**src/rtl/linear_release_queue_if.sv**
```systemverilog
// Grant / issue / free handshake bundle between the allocator, the queue and the fill stage.
interface linear_release_queue_if #(
    parameter int LBW     = 12,
    parameter int ICFG_BW = 3
) ();
    logic               linear_rdy;
    logic               linear_ack;
    logic [LBW-1:0]     i_linear;
    logic [ICFG_BW-1:0] i_linear_id;
    logic               issue_rdy;
    logic               issue_ack;
    logic [LBW-1:0]     o_issue;
    logic [ICFG_BW-1:0] o_issue_id;
    logic               done_dval;
    logic               free_dval;
    logic [ICFG_BW-1:0] o_free_id;

    modport slave (
        input  linear_rdy, i_linear, i_linear_id, issue_ack, done_dval,
        output linear_ack, issue_rdy, o_issue, o_issue_id, free_dval, o_free_id
    );

    modport master (
        output linear_rdy, i_linear, i_linear_id, issue_ack, done_dval,
        input  linear_ack, issue_rdy, o_issue, o_issue_id, free_dval, o_free_id
    );
endinterface

```
**src/rtl/linear_release_queue.sv**
```systemverilog
// In-order grant queue: issues grants downstream and returns frees to the allocator in allocation order.
// Optional LRQ_ERR_CHK_EN adds a sticky o_err flag for done-without-issue and ack-without-ready.
module linear_release_queue #(
    parameter int LBW    = 12,
    parameter int N_ICFG = 7,
    parameter int DEPTH  = 4
) (
    input  logic i_clk,
    input  logic i_rst,
`ifdef LRQ_ERR_CHK_EN
    output logic o_err,
`endif
    linear_release_queue_if.slave bus
);
    localparam int ICFG_BW = $clog2(N_ICFG + 1);
    localparam int PBW     = $clog2(DEPTH) + 1;
    localparam int IBW     = PBW - 1;

    logic [LBW-1:0]     mem_addr [DEPTH];
    logic [ICFG_BW-1:0] mem_id   [DEPTH];

    logic [PBW-1:0] wptr, iptr, rptr;
    logic [PBW-1:0] wptr_next, iptr_next;
    logic           full, push, issue, retire, fwd;

    // Full is judged on pre-retire pointers, so a same-cycle retire never frees room for a push.
    always_comb begin
        full      = (wptr[PBW-1] != rptr[PBW-1]) && (wptr[IBW-1:0] == rptr[IBW-1:0]);
        push      = bus.linear_rdy && !full;
        issue     = bus.issue_rdy && bus.issue_ack;
        retire    = bus.done_dval && (rptr != iptr);
        wptr_next = wptr + PBW'(push);
        iptr_next = iptr + PBW'(issue);
        fwd       = push && (wptr[IBW-1:0] == iptr_next[IBW-1:0]);
    end

    assign bus.linear_ack = push;

    always_ff @(posedge i_clk) begin
        if (push) begin
            mem_addr[wptr[IBW-1:0]] <= bus.i_linear;
            mem_id[wptr[IBW-1:0]]   <= bus.i_linear_id;
        end
    end

    // The issue head is registered; a grant landing in the slot about to become the head is forwarded.
    always_ff @(posedge i_clk) begin
        if (i_rst) begin
            wptr           <= '0;
            iptr           <= '0;
            rptr           <= '0;
            bus.issue_rdy  <= 1'b0;
            bus.o_issue    <= '0;
            bus.o_issue_id <= '0;
            bus.free_dval  <= 1'b0;
            bus.o_free_id  <= '0;
        end else begin
            wptr          <= wptr_next;
            iptr          <= iptr_next;
            bus.issue_rdy <= (wptr_next != iptr_next);
            if (fwd) begin
                bus.o_issue    <= bus.i_linear;
                bus.o_issue_id <= bus.i_linear_id;
            end else begin
                bus.o_issue    <= mem_addr[iptr_next[IBW-1:0]];
                bus.o_issue_id <= mem_id[iptr_next[IBW-1:0]];
            end
            bus.free_dval <= retire;
            if (retire) begin
                rptr          <= rptr + PBW'(1);
                bus.o_free_id <= mem_id[rptr[IBW-1:0]];
            end
        end
    end

`ifdef LRQ_ERR_CHK_EN
    always_ff @(posedge i_clk) begin
        if (i_rst) begin
            o_err <= 1'b0;
        end else if ((bus.done_dval && (rptr == iptr)) || (bus.issue_ack && !bus.issue_rdy)) begin
            o_err <= 1'b1;
        end
    end
`endif
endmodule

```
**src/flat_wrapper.sv**
```systemverilog
// flat-port wrapper written by rule: the top's interface ports become plain ports
module linear_release_queue_flat 
#(
    parameter int LBW    = 12,
    parameter int N_ICFG = 7,
    parameter int DEPTH  = 4
)
  (i_clk, i_rst, bus_linear_rdy, bus_i_linear, bus_i_linear_id, bus_issue_ack, bus_done_dval, bus_linear_ack, bus_issue_rdy, bus_o_issue, bus_o_issue_id, bus_free_dval, bus_o_free_id);
  linear_release_queue_if #(.LBW(LBW), .ICFG_BW(($clog2(N_ICFG + 1)))) bus_i ();
  input  logic i_clk;
  input  logic i_rst;
  input wire logic [$bits(bus_i.linear_rdy)-1:0] bus_linear_rdy;
  input wire logic [$bits(bus_i.i_linear)-1:0] bus_i_linear;
  input wire logic [$bits(bus_i.i_linear_id)-1:0] bus_i_linear_id;
  input wire logic [$bits(bus_i.issue_ack)-1:0] bus_issue_ack;
  input wire logic [$bits(bus_i.done_dval)-1:0] bus_done_dval;
  output wire logic [$bits(bus_i.linear_ack)-1:0] bus_linear_ack;
  output wire logic [$bits(bus_i.issue_rdy)-1:0] bus_issue_rdy;
  output wire logic [$bits(bus_i.o_issue)-1:0] bus_o_issue;
  output wire logic [$bits(bus_i.o_issue_id)-1:0] bus_o_issue_id;
  output wire logic [$bits(bus_i.free_dval)-1:0] bus_free_dval;
  output wire logic [$bits(bus_i.o_free_id)-1:0] bus_o_free_id;
  assign bus_i.linear_rdy = bus_linear_rdy;
  assign bus_i.i_linear = bus_i_linear;
  assign bus_i.i_linear_id = bus_i_linear_id;
  assign bus_i.issue_ack = bus_issue_ack;
  assign bus_i.done_dval = bus_done_dval;
  assign bus_linear_ack = bus_i.linear_ack;
  assign bus_issue_rdy = bus_i.issue_rdy;
  assign bus_o_issue = bus_i.o_issue;
  assign bus_o_issue_id = bus_i.o_issue_id;
  assign bus_free_dval = bus_i.free_dval;
  assign bus_o_free_id = bus_i.o_free_id;
  linear_release_queue #(.LBW(LBW), .N_ICFG(N_ICFG), .DEPTH(DEPTH)) u_core (.i_clk(i_clk), .i_rst(i_rst), .bus(bus_i));
endmodule
```
**config.mk**
```make
export PLATFORM = sky130hd
export DESIGN_NAME = linear_release_queue_flat
export DESIGN_NICKNAME = d
export VERILOG_FILES = /design/src/rtl/linear_release_queue_if.sv /design/src/rtl/linear_release_queue.sv /design/src/flat_wrapper.sv
export SDC_FILE = /design/constraint.sdc
export NUM_CORES = 1
export LEC_CHECK = 0
export ABC_AREA = 1
export CAP_MARGIN = 20
export CELL_PAD_IN_SITES_DETAIL_PLACEMENT = 0
export CELL_PAD_IN_SITES_GLOBAL_PLACEMENT = 1
export CORE_MARGIN = 3
export CORE_UTILIZATION = 40
export DETAILED_ROUTE_END_ITERATION = 12
export GPL_ROUTABILITY_DRIVEN = 0
export GPL_TIMING_DRIVEN = 1
export PLACE_DENSITY = 0.82
export SLEW_MARGIN = 15
export SYNTH_ARGS = -nofsm -noshare
export SYNTH_HDL_FRONTEND = slang
export SYNTH_SLANG_ARGS = --single-unit
export TNS_END_PERCENT = 20
```
**constraint.sdc**
```tcl
create_clock -name i_clk -period 4.37 [get_ports i_clk]
set_input_delay 0.437 -clock i_clk [delete_from_list [all_inputs] [get_ports i_clk]]
set_output_delay 0.437 -clock i_clk [all_outputs]
set_load 0.05 [all_outputs]
```
==> run metrics, run 1 <==
sequential fraction of the synthesis area=0.6424; Worst-Skew Late Latency=0.36 ns; Area contributors post-synth=edfxtp_1, dfxtp_1, nor2_1; Setup Viol. Count Final=0; largest net degree at the start of global routing=40; H-tree depth=3; Setup crit start=u_core.rptr[0]; Yosys cell types=23; initial core utilization=0.4191; area leader, netlist=edfxtp_1; syn_area_per_cell=9.837 µm²; GRT Util Overall=0.1497; Tcrit/Tclk final=0.6922; initial antenna violation count=0; Worst-path clk slew=0.09 ns; DR WL/cell=13.60 µm; Worst Path Max Fanout=17; GRT overflow=0; synth cell count leaders=nor2_1, edfxtp_1, nand2_1, o21ai_0, inv_1; Ys Warns=0; fraction of layout cells with a size suffix above 1=0.07126; Pwr per Cell Area=516.7 nW/µm²; Max-slew headroom=0.4017; maximum VDD drop=219.7 µV; Die Span Y=102.3 µm; CTS sink count=89; TritonCTS clock tree=yes; Avg Vias per Cell=4.758; Synth Flop Type=edfxtp_1; CP Launch Type=register; I/O pin count=41; Mapped Nets=402; worst min-delay path startpoint=u_core.bus.o_free_id[0]; Hold Buf Count CTS=0; critical path required time=3.93 ns; Leak Pwr=1.796 nW; # nets final=441; Setup CP Type=register to output port; max-cap viol count=0; First-pass DRT Iterations=4; PortBufs=40; Tmin final=3.025 ns; FILL cells=829; Yosys reg bits=89; violation count after the first detailed-route iteration=126; first-pass GRT wire length=11850 µm; outcome=finished clean; Worst EP arrival=2.59 ns; post_cts resized=0; DRC Markers=0; post-synth top area share=0.4858; ANT cells=0; die area=10460 µm²; Sum Neg Setup Slack=0 ns; Min Hold Slack=0.4911 ns; f_max=330.6 MHz; FFs w/ async S/R, synth=0; Post-Route WL=7196 µm; FF-to-FF Start=u_core.bus.issue_rdy; Final Hold Fails=0; most frequent cell after synthesis=nor2_1; vias post-DR=2517; Post-Synthesis Cells=377; DPL Wire Length=4497 µm; clk_skew=0.007353 ns; clock tree buffer depth=2; vias in the first global route=2397; die outline width=102.3 µm; Detail Route Antenna Nets=0; post-CTS setup buffers=0; synth-to-layout area growth=19.91%; Post-synth EDFFs=60; FP Rows=34; TritonCTS Buffers=9; RSZ-0062 raised after global routing=false; worst-margin pin slew=0.8946 ns; Max Slew Vio Count=0; clock root buffer=clkbuf_8; CP Capture Type=output port; Post-Synthesis Cell Area=3709 µm²; HP Class=register to register; core area=8848 µm²
path summary, 6_finish.rpt:
kind	end	cells after the start	slack (ns)
worst max register to register	u_core.bus.o_issue[11]	12	1.73
worst min register to register	u_core.bus.o_free_id[0]	2	0.49
worst max-delay path	bus_linear_ack	7	1.35
worst min-delay path	u_core.bus.o_free_id[0]	2	0.49
final cells by class:
class | instances | area (µm²) | area share
sequential | 89 | 2382 | 0.5357
timing repair buffer | 45 | 437.9 | 0.09848
multi-input combinational | 229 | 1109 | 0.2493
clock inverter | 7 | 101.3 | 0.02279
clock buffer | 9 | 123.9 | 0.02786
tap | 108 | 135.1 | 0.03039
inverter | 42 | 157.7 | 0.03545
per-stage QoR:
| step | setup slack [ns] | instances | util | power [mW] | area (µm²) |
|---|---|---|---|---|---|
| floorplan | 2.039 | 377 | - | 1.507 | 3709 |
| global placement | 1.237 | 513 | 0.4771 | 1.677 | 4222 |
| detailed placement | 1.177 | 513 | 0.4771 | 1.686 | 4222 |
| CTS | 1.305 | 529 | 0.5025 | 2.320 | 4447 |
| global route | 1.116 | 529 | 0.5025 | 2.438 | 4447 |
| finish | 1.345 | 529 | 0.5025 | 2.298 | 4447 |
critical path, stage by stage, from the launching register on:
cell,delay (ns)
dfxtp_1,0.69
nand2_1,0.11
nand2_1,0.08
nor2_1,0.05
nand2_2,0.13
nand2_1,0.21
inv_1,0.14
clkdlybuf4s50_1,0.81
where the power goes:
| part | switching [mW] | leakage (nW) | total [mW] | internal (mW) |
|---|---|---|---|---|
| combinational | 0.423 | 0.891 | 0.633 | 0.210 |
| clock | 0.307 | 0.114 | 0.636 | 0.329 |
| sequential | 0.0478 | 0.791 | 1.03 | 0.981 |
| total | 0.778 | 1.80 | 2.30 | 1.52 |
state kept, by name (all words and copies together), names as in the netlist:
name,cells
u_core.rptr,3
u_core.mem_id,12
u_core.bus.issue_rdy,1
u_core.mem_addr,48
u_core.iptr,3
u_core.wptr,3
u_core.bus.o_free_id,3
u_core.bus.o_issue_id,3
u_core.bus.free_dval,1
u_core.bus.o_issue,12
layer usage:
| layer | track usage | wire length, µm | vias up |
|---|---|---|---|
| met4 | 0.05449 | 114 | 0 |
| met2 | 0.2419 | 3400 | 47 |
| met1 | 0.1961 | 3340 | 1149 |
| met5 | 0 | 0 | - |
| met3 | 0.03754 | 339 | 12 |
| li1 | - | - | 1309 |
logic make-up (layout without fill, tap and decap cells):
family,count (synthesis),after routing,share of synthesized area
flip-flops,89,89,0.6424
buffers and inverters,59,103,0.06579
AO/OA/AOI/OAI,61,61,0.08637
adder cells (fa/ha/maj),5,5,0.01687
AND/OR/NAND/NOR,154,154,0.1673
XOR/XNOR,9,9,0.02126
cells in the final DEF, fill, tap and decap left out:
cell type        synthesis  final
inv_1                   39     39
clkinv_4                 0      1
nor3_1                   5      1
inv_2                    3      3
o21ai_1                  5      5
nand3_1                  2      2
dfxtp_1                 29     29
clkdlybuf4s50_1          0     40
buf_4                    2      5
nand3_4                  1      1
o211ai_1                 6      6
nand2_2                  1      1
clkbuf_8                 0      9
nand4_1                  4      4
edfxtp_1                60     60
ha_1                     5      5
nor3_4                   0      1
inv_8                    0      1
nor2_1                  82     82
clkinv_1                 0      1
nand2_1                 58     58
nor2_4                   1      1
a21oi_1                  8      8
nor3_2                   0      3
o21ai_0                 42     42
xnor2_1                  7      7
bufinv_16                0      2
inv_6                    0      2
xor2_1                   2      2
No activity file was read; power rests on OpenSTA's default activity.
==> run 2, diff against run 1 <==
--- a/config.mk
+++ b/config.mk
@@ -10,11 +10,11 @@
 export CELL_PAD_IN_SITES_DETAIL_PLACEMENT = 0
 export CELL_PAD_IN_SITES_GLOBAL_PLACEMENT = 1
 export CORE_MARGIN = 3
-export CORE_UTILIZATION = 40
+export CORE_UTILIZATION = 39
 export DETAILED_ROUTE_END_ITERATION = 12
 export GPL_ROUTABILITY_DRIVEN = 0
 export GPL_TIMING_DRIVEN = 1
-export PLACE_DENSITY = 0.82
+export PLACE_DENSITY = 0.83
 export SLEW_MARGIN = 15
 export SYNTH_ARGS = -nofsm -noshare
 export SYNTH_HDL_FRONTEND = slang
==> constraint.sdc (replaced) <==
create_clock -name i_clk -period 2.7 [get_ports i_clk]
set_input_delay 0.27 -clock i_clk [delete_from_list [all_inputs] [get_ports i_clk]]
set_output_delay 0.27 -clock i_clk [all_outputs]
set_load 0.05 [all_outputs]
==> run 2 against run 1 <==
Against the previous run:
- first-iteration DRC count down 0.79%
- wire length down 1.4%
- worst hold slack worse by 0.0078 ns
- clock skew up 0.0070 ns
- clock-buffer cell count up 1
- critical endpoint is now u_core.bus.issue_rdy
- worst setup slack worse by 0.97 ns
- sequential share of layout area down 0.38 points
==> run metrics, run 2 (synthesized netlist as in run 1, its figures left out) <==
H-tree depth=3 (unchanged); die outline width=103.5 µm (was 102.3 µm); First-pass DRT Iterations=4 (unchanged); RSZ-0062 raised after global routing=false (unchanged); Worst-Skew Late Latency=0.36 ns (about the same); fin worst setup slack=0.3788 ns (was 1.345 ns); critical path required time=2.94 ns (was 3.93 ns); I/O pin count=41 (unchanged); die area=10720 µm² (was 10460 µm²); Setup Viol. Count Final=0 (unchanged); DRC Markers=0 (unchanged); fraction of layout cells with a size suffix above 1=0.09557 (was 0.07126); synth-to-layout area growth=20.82% (was 19.91%); initial core utilization=0.4132 (was 0.4191); Max-slew headroom=0.6581 (was 0.4017); Storage cell area=2384 µm² (was 2382 µm²); Tmin final=2.321 ns; vias post-DR=2563 (was 2517); GRT overflow=0 (unchanged); maximum VDD drop=357.6 µV (was 219.7 µV); FF-to-FF path depth=12 (unchanged); Worst EP arrival=2.56 ns (was 2.59 ns); Hold Path Stages=2 (unchanged); Die Span Y=103.5 µm (was 102.3 µm); ANT cells=0 (unchanged); worst-margin pin slew=0.5112 ns (was 0.8946 ns); max reg flops=48 (unchanged); DPL Wire Length=4649 µm (was 4497 µm); Post-Place Setup Slack=0.2809 ns (was 1.177 ns); Min Hold Slack=0.4833 ns (was 0.4911 ns); Final Core Density=0.4992 (was 0.5025); post-CTS setup buffers=0 (unchanged); clock root buffer=clkbuf_8 (unchanged); core area=8976 µm² (was 8848 µm²); initial antenna violation count=0 (unchanged); outcome=finished clean (unchanged); Worst-path clk slew=0.09 ns (about the same); first-pass GRT wire length=11790 µm (was 11850 µm); CP Launch Type=register (unchanged); TritonCTS clock tree=yes (unchanged); post_cts resized=0 (unchanged); PortBufs=40 (unchanged); commonest non-fill, non-tap cell in the layout=nor2_1 (unchanged); FP Rows=34 (unchanged); Post-Route WL=7095 µm (was 7196 µm); clk_skew=0.01433 ns (was 0.007353 ns); Hold Buf Count CTS=0 (unchanged); violation count after the first detailed-route iteration=125 (was 126); GRT Util Overall=0.1379 (was 0.1497); TritonCTS Buffers=9 (unchanged); Avg Vias per Cell=4.618 (was 4.758); FILL cells=822 (was 829); Worst Path Max Fanout=6 (was 17); dpl cell area=4295 µm² (was 4222 µm²); clock tree buffer depth=2 (unchanged); f_max=430.8 MHz; Detail Route Antenna Nets=0 (unchanged); Sum Neg Setup Slack=0 ns (unchanged); # nets final=449 (was 441); Pwr per Cell Area=796.6 nW/µm² (was 516.7 nW/µm²); HP Class=register to register (unchanged); Multi-input gate area=1102 µm² (was 1109 µm²); CTS sink count=89 (unchanged); Leak Pwr=1.812 nW (was 1.796 nW); CP Capture Type=register (was output port); largest net degree at the start of global routing=27 (was 40); final instance area=4481 µm² (was 4447 µm²); Final Hold Fails=0 (unchanged); Setup CP Type=register to register (was register to output port); Max Slew Vio Count=0 (unchanged); DR WL/cell=12.78 µm (was 13.60 µm); most frequent cells in the layout=nor2_1, edfxtp_1, nand2_1, o21ai_0 (was nor2_1, edfxtp_1, nand2_1, o21ai_0, clkdlybuf4s50_1); vias in the first global route=2373 (was 2397); Tcrit/Tclk final=0.8597; max-cap viol count=0 (unchanged)
run 2: layer usage:
| layer | wire (µm) | share of wire | vias to the layer above | track usage |
|---|---|---|---|---|
| met3 | 386 | 0.054 | 6 | 0.04851 |
| met1 | 3333 | 0.47 | 1174 | 0.1827 |
| met2 | 3324 | 0.47 | 59 | 0.2196 |
| met5 | 0 | 0 | - | 0 |
| met4 | 50 | 0.0070 | 0 | 0.03134 |
| li1 | - | - | 1324 | - |
run 2: area by class of cell:
type                       count  area share
clock buffer                  10     0.03072
clock inverter                 6     0.01033
inverter                      42     0.03519
multi-input combinational    229      0.2460
sequential                    89      0.5320
tap                          126     0.03519
timing repair buffer          53      0.1106
run 2: per-stage QoR:
step           total power, mW  instances
6_report                 3.569        555
5_1_grt                  3.787        555
4_1_cts                  3.604        555
3_5_place_dp             2.760        539
3_3_place_gp             2.749        539
2_1_floorplan            2.439        377
run 2: final timing paths:
check | startpoint | end | slack (ns)
setup reg to reg | u_core.wptr[0] | u_core.bus.issue_rdy | 0.38
hold reg to reg | u_core.bus.o_free_id[2] | u_core.bus.o_free_id[2] | 0.48
hold / removal | u_core.bus.o_free_id[2] | u_core.bus.o_free_id[2] | 0.48
setup / recovery | u_core.wptr[0] | u_core.bus.issue_rdy | 0.38
run 2: critical path, cell delays in order (launching register included):
cell and delay, ns:
dfxtp_2 0.42, inv_1 0.13, nand2_1 0.08, nand2_1 0.05
nor2_1 0.10, nand2_2 0.12, nand2_1 0.22, inv_1 0.13
ha_1 0.22, ha_1 0.30, xor2_1 0.15, nor3_1 0.18
a21oi_1 0.09
run 2: power by group:
part / total (mW) / leakage, nW / internal [mW] / switching (mW)
Clock: 0.850 / 0.0950 / 0.369 / 0.481
Sequential: 1.64 / 0.791 / 1.59 / 0.0503
Combinational: 1.08 / 0.926 / 0.367 / 0.714
Total: 3.57 / 1.81 / 2.32 / 1.25
